File: src/rtl/id_ex_operand_stage.sv
// ID/EX operand stage: drives register file reads, resolves RAW hazards by MEM/WB forwarding
// or stalling, and registers the resolved operands for execute behind a valid/ready handshake.
module id_ex_operand_stage #(
    parameter int unsigned XLEN  = 32,
    parameter int unsigned CNT_W = 32
) (
    input  logic             clk_i,
    input  logic             rst_ni,
    input  logic             id_valid_i,
    output logic             id_ready_o,
    input  logic [XLEN-1:0]  id_pc_i,
    input  logic [4:0]       id_rs1_addr_i,
    input  logic [4:0]       id_rs2_addr_i,
    input  logic [4:0]       id_rd_addr_i,
    input  logic [XLEN-1:0]  id_imm_i,
    input  logic             id_uses_rs1_i,
    input  logic             id_uses_rs2_i,
    input  logic             id_is_load_i,
    output logic [4:0]       rf_rs1_addr_o,
    output logic [4:0]       rf_rs2_addr_o,
    input  logic [XLEN-1:0]  rf_rs1_rdata_i,
    input  logic [XLEN-1:0]  rf_rs2_rdata_i,
    input  logic             mem_valid_i,
    input  logic [4:0]       mem_rd_addr_i,
    input  logic [XLEN-1:0]  mem_rd_data_i,
    input  logic             mem_is_load_i,
    input  logic             wb_valid_i,
    input  logic [4:0]       wb_rd_addr_i,
    input  logic [XLEN-1:0]  wb_rd_data_i,
    input  logic             flush_i,
    output logic             ex_valid_o,
    input  logic             ex_ready_i,
    output logic [XLEN-1:0]  ex_pc_o,
    output logic [XLEN-1:0]  ex_rs1_data_o,
    output logic [XLEN-1:0]  ex_rs2_data_o,
    output logic [4:0]       ex_rd_addr_o,
    output logic [XLEN-1:0]  ex_imm_o,
    output logic             ex_is_load_o,
    output logic [CNT_W-1:0] stall_cnt_o
);

    logic             ex_valid_q;
    logic [XLEN-1:0]  ex_pc_q;
    logic [XLEN-1:0]  ex_rs1_q;
    logic [XLEN-1:0]  ex_rs2_q;
    logic [4:0]       ex_rd_q;
    logic [XLEN-1:0]  ex_imm_q;
    logic             ex_is_load_q;
    logic [CNT_W-1:0] stall_cnt_q;

    logic            adv;
    logic            hz;
    logic            rs1_ex, rs1_mem, rs1_wb;
    logic            rs2_ex, rs2_mem, rs2_wb;
    logic [XLEN-1:0] rs1_fwd;
    logic [XLEN-1:0] rs2_fwd;

    function automatic logic src_match(input logic uses, input logic [4:0] addr,
                                       input logic vld, input logic [4:0] rd);
        return uses && (addr != 5'd0) && vld && (rd == addr);
    endfunction

    assign rf_rs1_addr_o = id_rs1_addr_i;
    assign rf_rs2_addr_o = id_rs2_addr_i;

    assign rs1_ex  = src_match(id_uses_rs1_i, id_rs1_addr_i, ex_valid_q, ex_rd_q);
    assign rs1_mem = src_match(id_uses_rs1_i, id_rs1_addr_i, mem_valid_i, mem_rd_addr_i);
    assign rs1_wb  = src_match(id_uses_rs1_i, id_rs1_addr_i, wb_valid_i, wb_rd_addr_i);
    assign rs2_ex  = src_match(id_uses_rs2_i, id_rs2_addr_i, ex_valid_q, ex_rd_q);
    assign rs2_mem = src_match(id_uses_rs2_i, id_rs2_addr_i, mem_valid_i, mem_rd_addr_i);
    assign rs2_wb  = src_match(id_uses_rs2_i, id_rs2_addr_i, wb_valid_i, wb_rd_addr_i);

    assign adv = !ex_valid_q || ex_ready_i;
    assign hz  = id_valid_i && (rs1_ex || rs2_ex ||
                                ((rs1_mem || rs2_mem) && mem_is_load_i));
    assign id_ready_o = flush_i || (adv && !hz);

    // MEM beats WB: it holds the younger write to the same register.
    always_comb begin
        rs1_fwd = rf_rs1_rdata_i;
        if (id_uses_rs1_i) begin
            if (id_rs1_addr_i == 5'd0)          rs1_fwd = '0;
            else if (rs1_mem && !mem_is_load_i) rs1_fwd = mem_rd_data_i;
            else if (rs1_wb)                    rs1_fwd = wb_rd_data_i;
        end
    end

    always_comb begin
        rs2_fwd = rf_rs2_rdata_i;
        if (id_uses_rs2_i) begin
            if (id_rs2_addr_i == 5'd0)          rs2_fwd = '0;
            else if (rs2_mem && !mem_is_load_i) rs2_fwd = mem_rd_data_i;
            else if (rs2_wb)                    rs2_fwd = wb_rd_data_i;
        end
    end

    always_ff @(posedge clk_i or negedge rst_ni) begin
        if (!rst_ni) begin
            ex_valid_q   <= 1'b0;
            ex_pc_q      <= '0;
            ex_rs1_q     <= '0;
            ex_rs2_q     <= '0;
            ex_rd_q      <= '0;
            ex_imm_q     <= '0;
            ex_is_load_q <= 1'b0;
            stall_cnt_q  <= '0;
        end else if (flush_i) begin
            ex_valid_q <= 1'b0;
        end else if (adv) begin
            if (hz) begin
                ex_valid_q <= 1'b0;
                if (stall_cnt_q != '1) begin
                    stall_cnt_q <= stall_cnt_q + {{(CNT_W-1){1'b0}}, 1'b1};
                end
            end else begin
                ex_valid_q   <= id_valid_i;
                ex_pc_q      <= id_pc_i;
                ex_rs1_q     <= rs1_fwd;
                ex_rs2_q     <= rs2_fwd;
                ex_rd_q      <= id_rd_addr_i;
                ex_imm_q     <= id_imm_i;
                ex_is_load_q <= id_is_load_i;
            end
        end
    end

    assign ex_valid_o    = ex_valid_q;
    assign ex_pc_o       = ex_pc_q;
    assign ex_rs1_data_o = ex_rs1_q;
    assign ex_rs2_data_o = ex_rs2_q;
    assign ex_rd_addr_o  = ex_rd_q;
    assign ex_imm_o      = ex_imm_q;
    assign ex_is_load_o  = ex_is_load_q;
    assign stall_cnt_o   = stall_cnt_q;

endmodule

File: config.mk
export PLATFORM = sky130hd
export DESIGN_NAME = id_ex_operand_stage
export DESIGN_NICKNAME = d
export VERILOG_FILES = /design/src/rtl/id_ex_operand_stage.sv
export SDC_FILE = /design/constraint.sdc
export NUM_CORES = 1
export LEC_CHECK = 0
export CAP_MARGIN = 20
export CORE_AREA = 2 2 132 199
export DETAILED_ROUTE_END_ITERATION = 10
export DIE_AREA = 0 0 134 201
export GPL_TIMING_DRIVEN = 0
export PLACE_DENSITY = 0.71
export SLEW_MARGIN = 10
export SYNTH_ARGS = -nofsm -noshare
export SYNTH_HDL_FRONTEND = slang
export SYNTH_SLANG_ARGS = --single-unit
File: constraint.sdc
create_clock -name clk_i -period 5.37 [get_ports clk_i]
set_input_delay 1.074 -clock clk_i [delete_from_list [all_inputs] [get_ports clk_i]]
set_output_delay 1.074 -clock clk_i [all_outputs]
set_load 0.005 [all_outputs]
==> results of run 1 <==
report_power, final:
part           switching [mW]  total, mW  internal, mW
combinational           0.334      0.922         0.588
sequential             0.0859       1.48          1.40
clock                   0.558       1.21         0.652
registers in the layout (all words and copies together) (netlist names):
signal         count
stall_cnt_o       32
ex_rs1_data_o     32
ex_imm_o          32
ex_is_load_o       1
ex_valid_o         1
ex_rs2_data_o     32
ex_rd_addr_o       5
ex_pc_o           32
worst max-delay path, cell delays in order:
cell and delay (ns):
sky130_fd_sc_hd__clkdlybuf4s50_1 0.56, sky130_fd_sc_hd__or4_4 0.60, sky130_fd_sc_hd__o21ai_2 0.21, sky130_fd_sc_hd__nor3_1 0.15, sky130_fd_sc_hd__o2111ai_4 0.27, sky130_fd_sc_hd__and2_1 0.21
sky130_fd_sc_hd__a21o_1 0.12, sky130_fd_sc_hd__clkdlybuf4s50_1 0.51
metal layers:
metal  GRT usage  share of wire
met1       0.274           0.38
met2       0.427           0.51
met3      0.0705          0.077
met4      0.0942          0.034
met5           0        0.00091
cell usage after synthesis (all sizes together):
master   number  area share
o211ai        1     0.00086
a21oi         5      0.0033
and4          6      0.0060
nor4b         1      0.0010
nor2         16      0.0069
a2bb2oi       1      0.0010
buf          30       0.027
or2           1     0.00072
mux2        135        0.20
nand2        82       0.035
nor2b         1     0.00072
a222oi       62       0.071
nor4          4      0.0036
inv           5      0.0022
o41ai         1      0.0010
ha            1      0.0014
nand4b        3      0.0030
nand2b        4      0.0029
nand3        20       0.013
o221ai        1      0.0010
or4           2      0.0026
o2111ai       1      0.0030
xnor2        55       0.055
or3           1     0.00072
a21o          1     0.00086
o21ai        68       0.040
nand4        17       0.012
clkbuf       28       0.012
and2          2      0.0014
dfrtp       167        0.48
xor2          5      0.0050
nor3          8      0.0052
o21a          1     0.00086
and3          3      0.0022
final cells by class:
| type | count | area (µm²) |
|---|---|---|
| Fill cell | 2214 | 11500 |
| Clock inverter | 14 | 143 |
| Timing Repair Buffer | 406 | 4080 |
| Sequential cell | 167 | 4180 |
| Clock buffer | 18 | 429 |
| Buffer | 58 | 339 |
| Tap cell | 333 | 417 |
| Multi-Input combinational cell | 509 | 4170 |
| Inverter | 5 | 18.8 |
kinds of logic after synthesis:
group	Yosys count	synth area share
multiplexers	135	0.196
adder cells (fa/ha/maj)	1	0.00144
XOR/XNOR	60	0.0604
buffers and inverters	63	0.0411
AO/OA/AOI/OAI	142	0.124
AND/OR/NAND/NOR	171	0.0974
flip-flops	167	0.480
per-stage QoR:
step | util | total power [mW] | hold slack, ns | cell area, µm² | worst slack, ns
floorplan | - | 1.81 | 0.470 | 8710 | 1.87
global placement | 0.520 | 2.42 | 0.461 | 13200 | -4.06
detailed placement | 0.522 | 2.43 | 0.470 | 13200 | 0.586
CTS | 0.544 | 3.66 | 0.485 | 13800 | 0.579
global route | 0.544 | 3.78 | 0.502 | 13800 | 0.432
finish | 0.544 | 3.62 | 0.479 | 13800 | 0.587
layout by cell type, fill, tap and decap left out, types with 4 or more instances in the layout:
cell	instances
sky130_fd_sc_hd__clkdlybuf4s50_1	403
sky130_fd_sc_hd__and4_1	6
sky130_fd_sc_hd__buf_6	9
sky130_fd_sc_hd__buf_4	11
sky130_fd_sc_hd__nand4_1	17
sky130_fd_sc_hd__a222oi_1	62
sky130_fd_sc_hd__mux2_4	50
sky130_fd_sc_hd__nor3_1	7
sky130_fd_sc_hd__nand2b_1	4
sky130_fd_sc_hd__xnor2_1	55
sky130_fd_sc_hd__xor2_1	5
sky130_fd_sc_hd__dfrtp_1	167
sky130_fd_sc_hd__o21ai_1	13
sky130_fd_sc_hd__nand2_1	82
sky130_fd_sc_hd__clkbuf_16	17
sky130_fd_sc_hd__nand3_1	19
sky130_fd_sc_hd__inv_1	5
sky130_fd_sc_hd__buf_2	11
sky130_fd_sc_hd__clkinv_4	5
sky130_fd_sc_hd__clkbuf_1	29
sky130_fd_sc_hd__nor2_1	16
sky130_fd_sc_hd__o21ai_0	52
sky130_fd_sc_hd__a21oi_1	4
sky130_fd_sc_hd__mux2_2	84
worst paths after layout:
check | start | endpoint | depth (start not counted)
hold reg to reg | ex_rs1_data_o[24] | ex_rs1_data_o[24] | 2
hold / removal | ex_rs1_data_o[24] | ex_rs1_data_o[24] | 2
setup reg to reg | stall_cnt_o[0] | stall_cnt_o[30] | 8
min in group asynchronous | rst_ni | ex_pc_o[3] | 1
setup / recovery | id_rs2_addr_i[0] | id_ready_o | 8
max in group asynchronous | rst_ni | ex_rs2_data_o[30] | 2
==> Flow_metrics.wiki, run 1 <==
{| class="wikitable"
! Metric !! Value
|-
| Inserted Diodes || 0
|-
| Net count, final || 1,393
|-
| Starting utilization of the core area || 0.344
|-
| Number of sinks handled by clock tree synthesis || 167
|-
| Post-CTS sizing || 0
|-
| Peak fanout along the critical path || 5
|-
| Pwr/cell area || 262 nW/µm²
|-
| Worst-margin pin slew || 0.994 ns
|-
| Leakage power total || 5.54 nW
|-
| Die Outline Area || 26,900 µm²
|-
| Synthesized flop and latch total || 167
|-
| Layout overhead on the synthesized area || 58.2%
|-
| PortBufs || 404
|-
| Maximum clock frequency || 209 MHz
|-
| H-tree lvl count || 4
|-
| Count of synthesis-stage warnings from yosys || 0
|-
| Buffer count from post-CTS setup fixing || 0
|-
| Number of global-route vias before repair || 8,537
|-
| Total via count after detailed routing || 8,006
|-
| Final setup skew || 0.0135 ns
|-
| Number of placement rows || 72
|-
| Gpl congestion || 0.923
|-
| Category of the worst setup path launch point || input pin
|-
| Final number of hold-violating endpoints || 0
|-
| Initial drt markers || 633
|-
| Required time of the critical path || 4.30 ns
|-
| Die Y-Extent || 201 µm
|-
| Global-route wire length before repair || 49,900 µm
|-
| Number of buffers between clock root and the deepest sink || 2
|-
| Number of buffers created by CTS || 17
|-
| Core region area || 25,300 µm²
|-
| Kind of capture point of the worst setup path || output pin
|-
| Class of the tightest hold or removal check || register to register
|-
| Layout Cells excl Fill || 1,510
|-
| RSZ-0062 raised after global routing || no
|-
| Run status || completed
|-
| Antenna violations before repair || 2
|-
| Pin count of the biggest net entering global routing || 89
|-
| Hold Buf Count CTS || 0
|-
| Inst Count DP || 1,478
|-
| Final-layout setup total negative slack || 0 ns
|-
| Share of cells above drive strength 1 || 0.178
|-
| CP arrival || 3.71 ns
|-
| CTS clock-pin slew for the worst setup and hold paths || 0.06 ns
|-
| Number of optimization iterations in the first detailed-route pass || 8
|-
| Post-synthesis instance total || 739
|-
| Share of the yosys chip area belonging to registers || 0.480
|-
| Worst rel slew slack || 0.331
|-
| DRC violations left || 0
|-
| Grt ovf || 0
|-
| Detailed Route WL || 33,100 µm
|-
| Cell area after technology mapping || 8710 µm²
|-
| IO Count || 406
|-
| Overall Global Routing Usage || 0.243
|-
| Category of the most critical setup path || input pin to output pin
|-
| Final setup violation count || 0
|-
| Min Clock Period, post-route || 4.78 ns
|-
| Unique masters post-synth || 44
|-
| Count of pins over their slew limit || 0
|-
| Remaining antenna violation count after routing || 0
|-
| Crit share post-route || 0.891
|-
| HPWL after detailed placement || 25,400 µm
|-
| Clock tree from TritonCTS || done
|-
| Clock latency of the later-clocked register in the worst-skew pair || 0.44 ns
|-
| Setup slack on the worst flop-to-flop path || 2.57 ns
|-
| Average detailed-routed wire length per instance || 21.9 µm
|-
| Avg Vias per Cell || 5.30
|-
| Average cell area after synthesis || 11.8 µm²
|-
| Maximum vdd ir drop || 0.225 mV
|-
| CTS root buffer || sky130_fd_sc_hd__clkbuf_16
|-
| Max-cap check violation count || 0
|-
| Syn Nets || 968
|-
| Die Width || 134 µm
|}
Power figures use the tool's default switching activity.
==> run 2: changes to the inputs <==
--- a/config.mk
+++ b/config.mk
@@ -9,7 +9,6 @@
 export CORE_AREA = 2 2 132 199
 export DETAILED_ROUTE_END_ITERATION = 10
 export DIE_AREA = 0 0 134 201
-export GPL_TIMING_DRIVEN = 0
 export PLACE_DENSITY = 0.71
 export SLEW_MARGIN = 10
 export SYNTH_ARGS = -nofsm -noshare
==> run 2 against run 1 <==
  * Maximum frequency is 0.12% lower
  * Clock-buffer cell count down 1
  * Sequential power is essentially flat
  * Global-route usage is 1.5 points lower
  * Die area is the same
  * Routed wire length shrank 6.4%
  * Sequential share of layout area rose by 0.46 points
  * Combinational power is 2.9% lower
  * Clock skew shrank 0.0059 ns
  * First-iteration DRC count fell by 2.8%
  * Critical path type unchanged
  * Largest power group unchanged
==> Flow_metrics.wiki, run 2 (synthesis gave the netlist of run 1 again) <==
{| class="wikitable"
! Metric !! Value
|-
| Run status || completed
|-
| Most frequent cells in the layout || sky130_fd_sc_hd__clkdlybuf4s50_1, sky130_fd_sc_hd__dfrtp_1, sky130_fd_sc_hd__mux2_2
|-
| Starting utilization of the core area || 0.344 (unchanged)
|-
| CTS clock-pin slew for the worst setup and hold paths || 0.07 ns (about the same)
|-
| Share of cells above drive strength 1 || 0.171 (-0.00662)
|-
| Global-route wire length before repair || 47,200 µm (-5.4%)
|-
| Number of placement rows || 72 (unchanged)
|-
| Final-layout setup total negative slack || 0 ns (unchanged)
|-
| Number of buffers created by CTS || 17 (unchanged)
|-
| Layout Cells excl Fill || 1,462 (-3.2%)
|-
| Number of buffers between clock root and the deepest sink || 2 (unchanged)
|-
| H-tree lvl count || 4 (unchanged)
|-
| Area of the multi-input gates || 4210 µm² (+0.84%)
|-
| Worst rel slew slack || 0.332 (+0.00110)
|-
| Hold Buf Count CTS || 0 (unchanged)
|-
| CTS root buffer || sky130_fd_sc_hd__clkbuf_16
|-
| Worst-margin pin slew || 0.993 ns (-0.00163 ns)
|-
| Inserted Diodes || 0 (unchanged)
|-
| Worst slack, placed || 0.563 ns (-0.0230 ns)
|-
| Number of sinks handled by clock tree synthesis || 167 (unchanged)
|-
| IO Count || 406 (unchanged)
|-
| Antenna violations before repair || 0 (-2)
|-
| Final setup violation count || 0 (unchanged)
|-
| Setup ws final || 0.581 ns (-0.00599 ns)
|-
| Max-cap check violation count || 0 (unchanged)
|-
| Count of pins over their slew limit || 0 (unchanged)
|-
| HPWL after detailed placement || 22,500 µm (-11%)
|-
| Die Outline Area || 26,900 µm² (unchanged)
|-
| Remaining antenna violation count after routing || 0 (unchanged)
|-
| Net count, final || 1,345 (-3.4%)
|-
| Crit share post-route || 0.892 (+0.00112)
|-
| Class of the tightest hold or removal check || register to register
|-
| Layout overhead on the synthesized area || 55.9%
|-
| Detailed Route WL || 31,000 µm (-6.4%)
|-
| Clock latency of the later-clocked register in the worst-skew pair || 0.43 ns (about the same)
|-
| Clock tree from TritonCTS || done
|-
| Required time of the critical path || 4.30 ns (about the same)
|-
| Final core area utilization || 0.536 (-0.00816)
|-
| Maximum clock frequency || 209 MHz (-0.12%)
|-
| Average detailed-routed wire length per instance || 21.2 µm (-3.3%)
|-
| Kind of capture point of the worst setup path || output pin
|-
| Overall Power || 3.61 mW (-0.21%)
|-
| Count of fill cells added during filler insertion || 2,215 (+0.045%)
|-
| Gpl congestion || 0.875 (-5.3%)
|-
| Placement Cell Area || 13,000 µm² (-1.6%)
|-
| CP arrival || 3.71 ns (about the same)
|-
| Number of optimization iterations in the first detailed-route pass || 6 (-2)
|-
| DRC violations left || 0 (unchanged)
|-
| Total via count after detailed routing || 7,756 (-3.1%)
|-
| Die Width || 134 µm (unchanged)
|-
| Inst Count DP || 1,430 (-3.2%)
|-
| Min Clock Period, post-route || 4.79 ns (+0.00599 ns)
|-
| Number of global-route vias before repair || 8,056 (-5.6%)
|-
| Maximum vdd ir drop || 0.210 mV (-6.5%)
|-
| Grt ovf || 0 (unchanged)
|-
| Sequential cell area || 4180 µm² (unchanged)
|-
| Initial drt markers || 615 (-2.8%)
|-
| Buffer count from post-CTS setup fixing || 0 (unchanged)
|-
| Die Y-Extent || 201 µm (unchanged)
|-
| Pwr/cell area || 266 nW/µm² (+1.3%)
|-
| Worst Hold Margin || 0.478 ns (-0.00156 ns)
|-
| Leakage power total || 5.42 nW (-2.1%)
|-
| Final setup skew || 0.00761 ns (-0.00587 ns)
|-
| Category of the most critical setup path || input pin to output pin
|-
| Most common cell after layout, fill and taps aside || sky130_fd_sc_hd__clkdlybuf4s50_1
|-
| Final Cell Area || 13,600 µm² (-1.5%)
|-
| Final number of hold-violating endpoints || 0 (unchanged)
|-
| Pin count of the biggest net entering global routing || 100 (+12%)
|-
| PortBufs || 405 (+0.25%)
|-
| Overall Global Routing Usage || 0.228 (-0.0147)
|-
| Category of the worst setup path launch point || input pin
|-
| Core region area || 25,300 µm² (unchanged)
|-
| Peak fanout along the critical path || 5 (unchanged)
|-
| Post-CTS sizing || 0 (unchanged)
|-
| Avg Vias per Cell || 5.31 (about the same)
|-
| RSZ-0062 raised after global routing || no
|}
## run 2: cell types whose count changed in the layout (fill, tap and decap cells not counted), moves of 2 or more
cell / change
sky130_fd_sc_hd__buf_12: +3
sky130_fd_sc_hd__buf_2: -11
sky130_fd_sc_hd__buf_4: -3
sky130_fd_sc_hd__buf_6: -8
sky130_fd_sc_hd__clkbuf_1: -29
sky130_fd_sc_hd__clkinv_4: -3
sky130_fd_sc_hd__inv_6: +3
sky130_fd_sc_hd__inv_8: +3
sky130_fd_sc_hd__nor2_1: -2
sky130_fd_sc_hd__nor2_4: +2
## run 2: final timing paths
kind,slack (ns),to,cells after the start,startpoint
max,0.58,id_ready_o,8,id_rs1_addr_i[0]
min,0.48,ex_rs1_data_o[25],2,ex_rs1_data_o[25]
max reg2reg,2.46,stall_cnt_o[30],8,stall_cnt_o[1]
min reg2reg,0.48,ex_rs1_data_o[25],2,ex_rs1_data_o[25]
max in group asynchronous,3.71,ex_imm_o[0],2,rst_ni
min in group asynchronous,0.69,ex_pc_o[16],1,rst_ni
## run 2: layout make-up
class,instances,area share
clock inverters,15,0.0111
inverters,5,0.00138
repair buffers,416,0.308
clock buffers,17,0.0313
multi-input cells,509,0.310
well taps,333,0.0307
flip-flops and latches,167,0.308
## run 2: per-layer routing
layer,wire (µm),GRT usage,up-vias
met5,0,0,-
met4,667,0.0745,0
met3,2510,0.0682,41
met2,16100,0.402,360
met1,11700,0.261,3823
li1,-,-,3532
## run 2: power breakdown
group          internal [mW]  total [mW]  switching (mW)
clock                  0.623        1.23           0.608
sequential              1.40        1.48          0.0868
combinational          0.575       0.895           0.320
## run 2: critical path: stages
cell	delay, ns
sky130_fd_sc_hd__clkdlybuf4s50_1	0.52
sky130_fd_sc_hd__or4_4	0.60
sky130_fd_sc_hd__o21ai_2	0.29
sky130_fd_sc_hd__nor3_1	0.14
sky130_fd_sc_hd__o21ai_2	0.28
sky130_fd_sc_hd__and2_1	0.20
sky130_fd_sc_hd__a21o_1	0.12
sky130_fd_sc_hd__clkdlybuf4s50_1	0.50
==> run 3: changes to the inputs <==
==> constraint.sdc (replaced) <==
create_clock -name clk_i -period 5.37 [get_ports clk_i]
set_input_delay 1.074 -clock clk_i [delete_from_list [all_inputs] [get_ports clk_i]]
set_output_delay 1.074 -clock clk_i [all_outputs]
set_load 0.02 [all_outputs]
==> run 3 against run 2 <==
  * Via count fell by 0.23%
  * Combinational power rose by 20%
  * Flip-flop and latch count did not move
  * Routed wire length rose by 1.3%
  * Die area did not move
  * Register-to-register slack improved by 0.06 ns
  * Critical path type unchanged
==> Flow_metrics.wiki, run 3 (synthesis gave the netlist of run 1 again) <==
{| class="wikitable"
! Metric !! Value
|-
| Number of optimization iterations in the first detailed-route pass || 10 (+4)
|-
| Gpl congestion || 0.866 (-0.95%)
|-
| Placement Cell Area || 13,000 µm² (+0.12%)
|-
| IO Count || 406 (unchanged)
|-
| Cell-by-cell listing of the critical path || clkdlybuf4s50_1 -> or4_4 -> o21ai_2 -> nor3_1 -> o21ai_2 -> and2_1 -> a21o_1 -> clkdlybuf4s50_1
|-
| Most common cell after layout, fill and taps aside || sky130_fd_sc_hd__clkdlybuf4s50_1
|-
| Layout overhead on the synthesized area || 55.9% (about the same)
|-
| Count of fill cells added during filler insertion || 2,238 (+1.0%)
|-
| Clock tree from TritonCTS || done
|-
| Maximum clock frequency || 203 MHz (-2.9%)
|-
| RSZ-0062 raised after global routing || no
|-
| CP peak stage delay || 0.60 ns (about the same)
|-
| Setup slack on the worst flop-to-flop path || 2.52 ns (+0.06 ns)
|-
| Final setup skew || 0.00653 ns (-0.00107 ns)
|-
| Leakage power total || 5.42 nW (+0.13%)
|-
| Final core area utilization || 0.536 (about the same)
|-
| Worst Hold Margin || 0.477 ns (-0.000549 ns)
|-
| Grt ovf || 0 (unchanged)
|-
| Sequential cell area || 4180 µm² (unchanged)
|-
| Number of sinks handled by clock tree synthesis || 167 (unchanged)
|-
| Die Width || 134 µm (unchanged)
|-
| Capturing instance or port of the critical path || id_ready_o
|-
| Worst R2R End || stall_cnt_o[30]
|-
| Number of placement rows || 72 (unchanged)
|-
| Worst rel slew slack || 0.307 (-0.0249)
|-
| Setup ws final || 0.440 ns (-0.141 ns)
|-
| H-tree lvl count || 4 (unchanged)
|-
| Depth of the critical timing path with buffers and inverters included || 8 (unchanged)
|-
| CTS clock-pin slew for the worst setup and hold paths || 0.07 ns (about the same)
|-
| Detailed Route WL || 31,400 µm (+1.3%)
|-
| Category of the worst setup path launch point || input pin
|-
| Die Y-Extent || 201 µm (unchanged)
|-
| Critical path startpoint || id_rs1_addr_i[0]
|-
| Kind of capture point of the worst setup path || output pin
|-
| Category of the most critical setup path || input pin to output pin
|-
| Buffer count from post-CTS setup fixing || 0 (unchanged)
|-
| Count of pins over their slew limit || 0 (unchanged)
|-
| Core region area || 25,300 µm² (unchanged)
|-
| Min Clock Period, post-route || 4.93 ns (+0.141 ns)
|-
| Max-cap check violation count || 0 (unchanged)
|-
| Final-layout setup total negative slack || 0 ns (unchanged)
|-
| Net count, final || 1,347 (+0.15%)
|-
| Global-route wire length before repair || 48,100 µm (+2.0%)
|-
| Remaining antenna violation count after routing || 0 (unchanged)
|-
| Crit share post-route || 0.918 (+0.0263)
|-
| Final setup violation count || 0 (unchanged)
|-
| DRC violations left || 0 (unchanged)
|-
| Total via count after detailed routing || 7,738 (-0.23%)
|-
| Pwr/cell area || 276 nW/µm² (+4.0%)
|-
| Class of the tightest hold or removal check || register to register
|-
| Inserted Diodes || 0 (unchanged)
|-
| Worst-margin pin slew || 1.04 ns (+0.0441 ns)
|-
| Final Cell Area || 13,600 µm² (about the same)
|-
| Crit Reg-Reg Startpoint || stall_cnt_o[0]
|-
| CTS root buffer || sky130_fd_sc_hd__clkbuf_16
|-
| Peak fanout along the critical path || 5 (unchanged)
|-
| Starting utilization of the core area || 0.344 (unchanged)
|-
| Maximum vdd ir drop || 0.251 mV (+19%)
|-
| CP arrival || 3.86 ns (+0.15 ns)
|-
| HPWL after detailed placement || 22,700 µm (+0.95%)
|-
| Antenna violations before repair || 0 (unchanged)
|-
| Number of cell instances on the worst register-to-register path || 8 (unchanged)
|-
| Average detailed-routed wire length per instance || 21.5 µm (+1.2%)
|-
| Number of global-route vias before repair || 8,226 (+2.1%)
|-
| Share of cells above drive strength 1 || 0.172 (+0.00147)
|-
| Standard cell with the maximum stage delay on the critical path || sky130_fd_sc_hd__or4_4
|-
| Die Outline Area || 26,900 µm² (unchanged)
|-
| Most frequent cells in the layout || sky130_fd_sc_hd__clkdlybuf4s50_1, sky130_fd_sc_hd__dfrtp_1, sky130_fd_sc_hd__mux2_2
|-
| Cell family contributing the most delay on the critical path || buffers and inverters
|-
| Crit path buffers/inverters || 2 (unchanged)
|-
| Area of the multi-input gates || 4210 µm² (unchanged)
|-
| Avg Vias per Cell || 5.29 (-0.37%)
|-
| Overall Global Routing Usage || 0.232 (+0.00385)
|-
| Initial drt markers || 533 (-13%)
|-
| Run status || completed
|-
| Post-CTS sizing || 0 (unchanged)
|-
| Number of buffers between clock root and the deepest sink || 2 (unchanged)
|-
| Final number of hold-violating endpoints || 0 (unchanged)
|-
| Hold Buf Count CTS || 0 (unchanged)
|-
| Pin count of the biggest net entering global routing || 93 (-7.0%)
|-
| Worst slack, placed || 0.471 ns (-0.0918 ns)
|-
| Number of buffers created by CTS || 17 (unchanged)
|-
| PortBufs || 405 (unchanged)
|-
| Clock latency of the later-clocked register in the worst-skew pair || 0.45 ns (+0.02 ns)
|-
| Required time of the critical path || 4.30 ns (about the same)
|}
-- run 3: power breakdown --
part	switching, mW	leakage (nW)	total [mW]	internal, mW
Sequential	0.0862	2.07	1.48	1.40
Combinational	0.489	3.07	1.07	0.578
Clock	0.592	0.279	1.20	0.611
Total	1.17	5.42	3.75	2.59
-- run 3: layout make-up --
type                       count  area share
clock buffer                  17      0.0313
clock inverter                15      0.0104
inverter                       5     0.00138
multi-input combinational    509       0.310
timing repair buffer         418       0.309
sequential                   167       0.308
tap                          333      0.0307
-- run 3: per-stage QoR --
step / std cells / total power [mW]
detailed placement: 1432 / 2.58
finish: 1464 / 3.75
global placement: 1432 / 2.56
floorplan: 739 / 1.98
global route: 1464 / 3.92
CTS: 1464 / 3.79
-- run 3: worst min-delay path by stage --
stage	from	to	slack [ns]	cells after the start
floorplan	ex_rs2_data_o[11]	ex_rs2_data_o[11]	0.58	2
global placement	ex_rs1_data_o[0]	ex_rs1_data_o[0]	0.46	2
detailed placement	ex_rs1_data_o[8]	ex_rs1_data_o[8]	0.47	2
CTS	ex_rs1_data_o[22]	ex_rs1_data_o[22]	0.49	2
global route	ex_rs1_data_o[26]	ex_rs1_data_o[26]	0.50	2
finish	ex_rs1_data_o[0]	ex_rs1_data_o[0]	0.48	2
-- run 3: metal layers --
layer  track usage  up-vias  routed length [µm]
met5             0        -                   0
met4        0.0931        0                 839
met3        0.0652       46                2430
met2         0.406      313               16100
met1         0.264     3835               12100
li1              -     3544                   -
-- run 3: worst register-to-register path, stage by stage (launching register included) --
cell                      delay [ns]
sky130_fd_sc_hd__dfrtp_1        0.43
sky130_fd_sc_hd__ha_1           0.22
sky130_fd_sc_hd__nand2_1        0.09
sky130_fd_sc_hd__nor4_1         0.79
sky130_fd_sc_hd__nand2_1        0.25
sky130_fd_sc_hd__nor2_1         0.30
sky130_fd_sc_hd__nand4_1        0.17
sky130_fd_sc_hd__nor2_1         0.14
sky130_fd_sc_hd__mux2_2         0.35
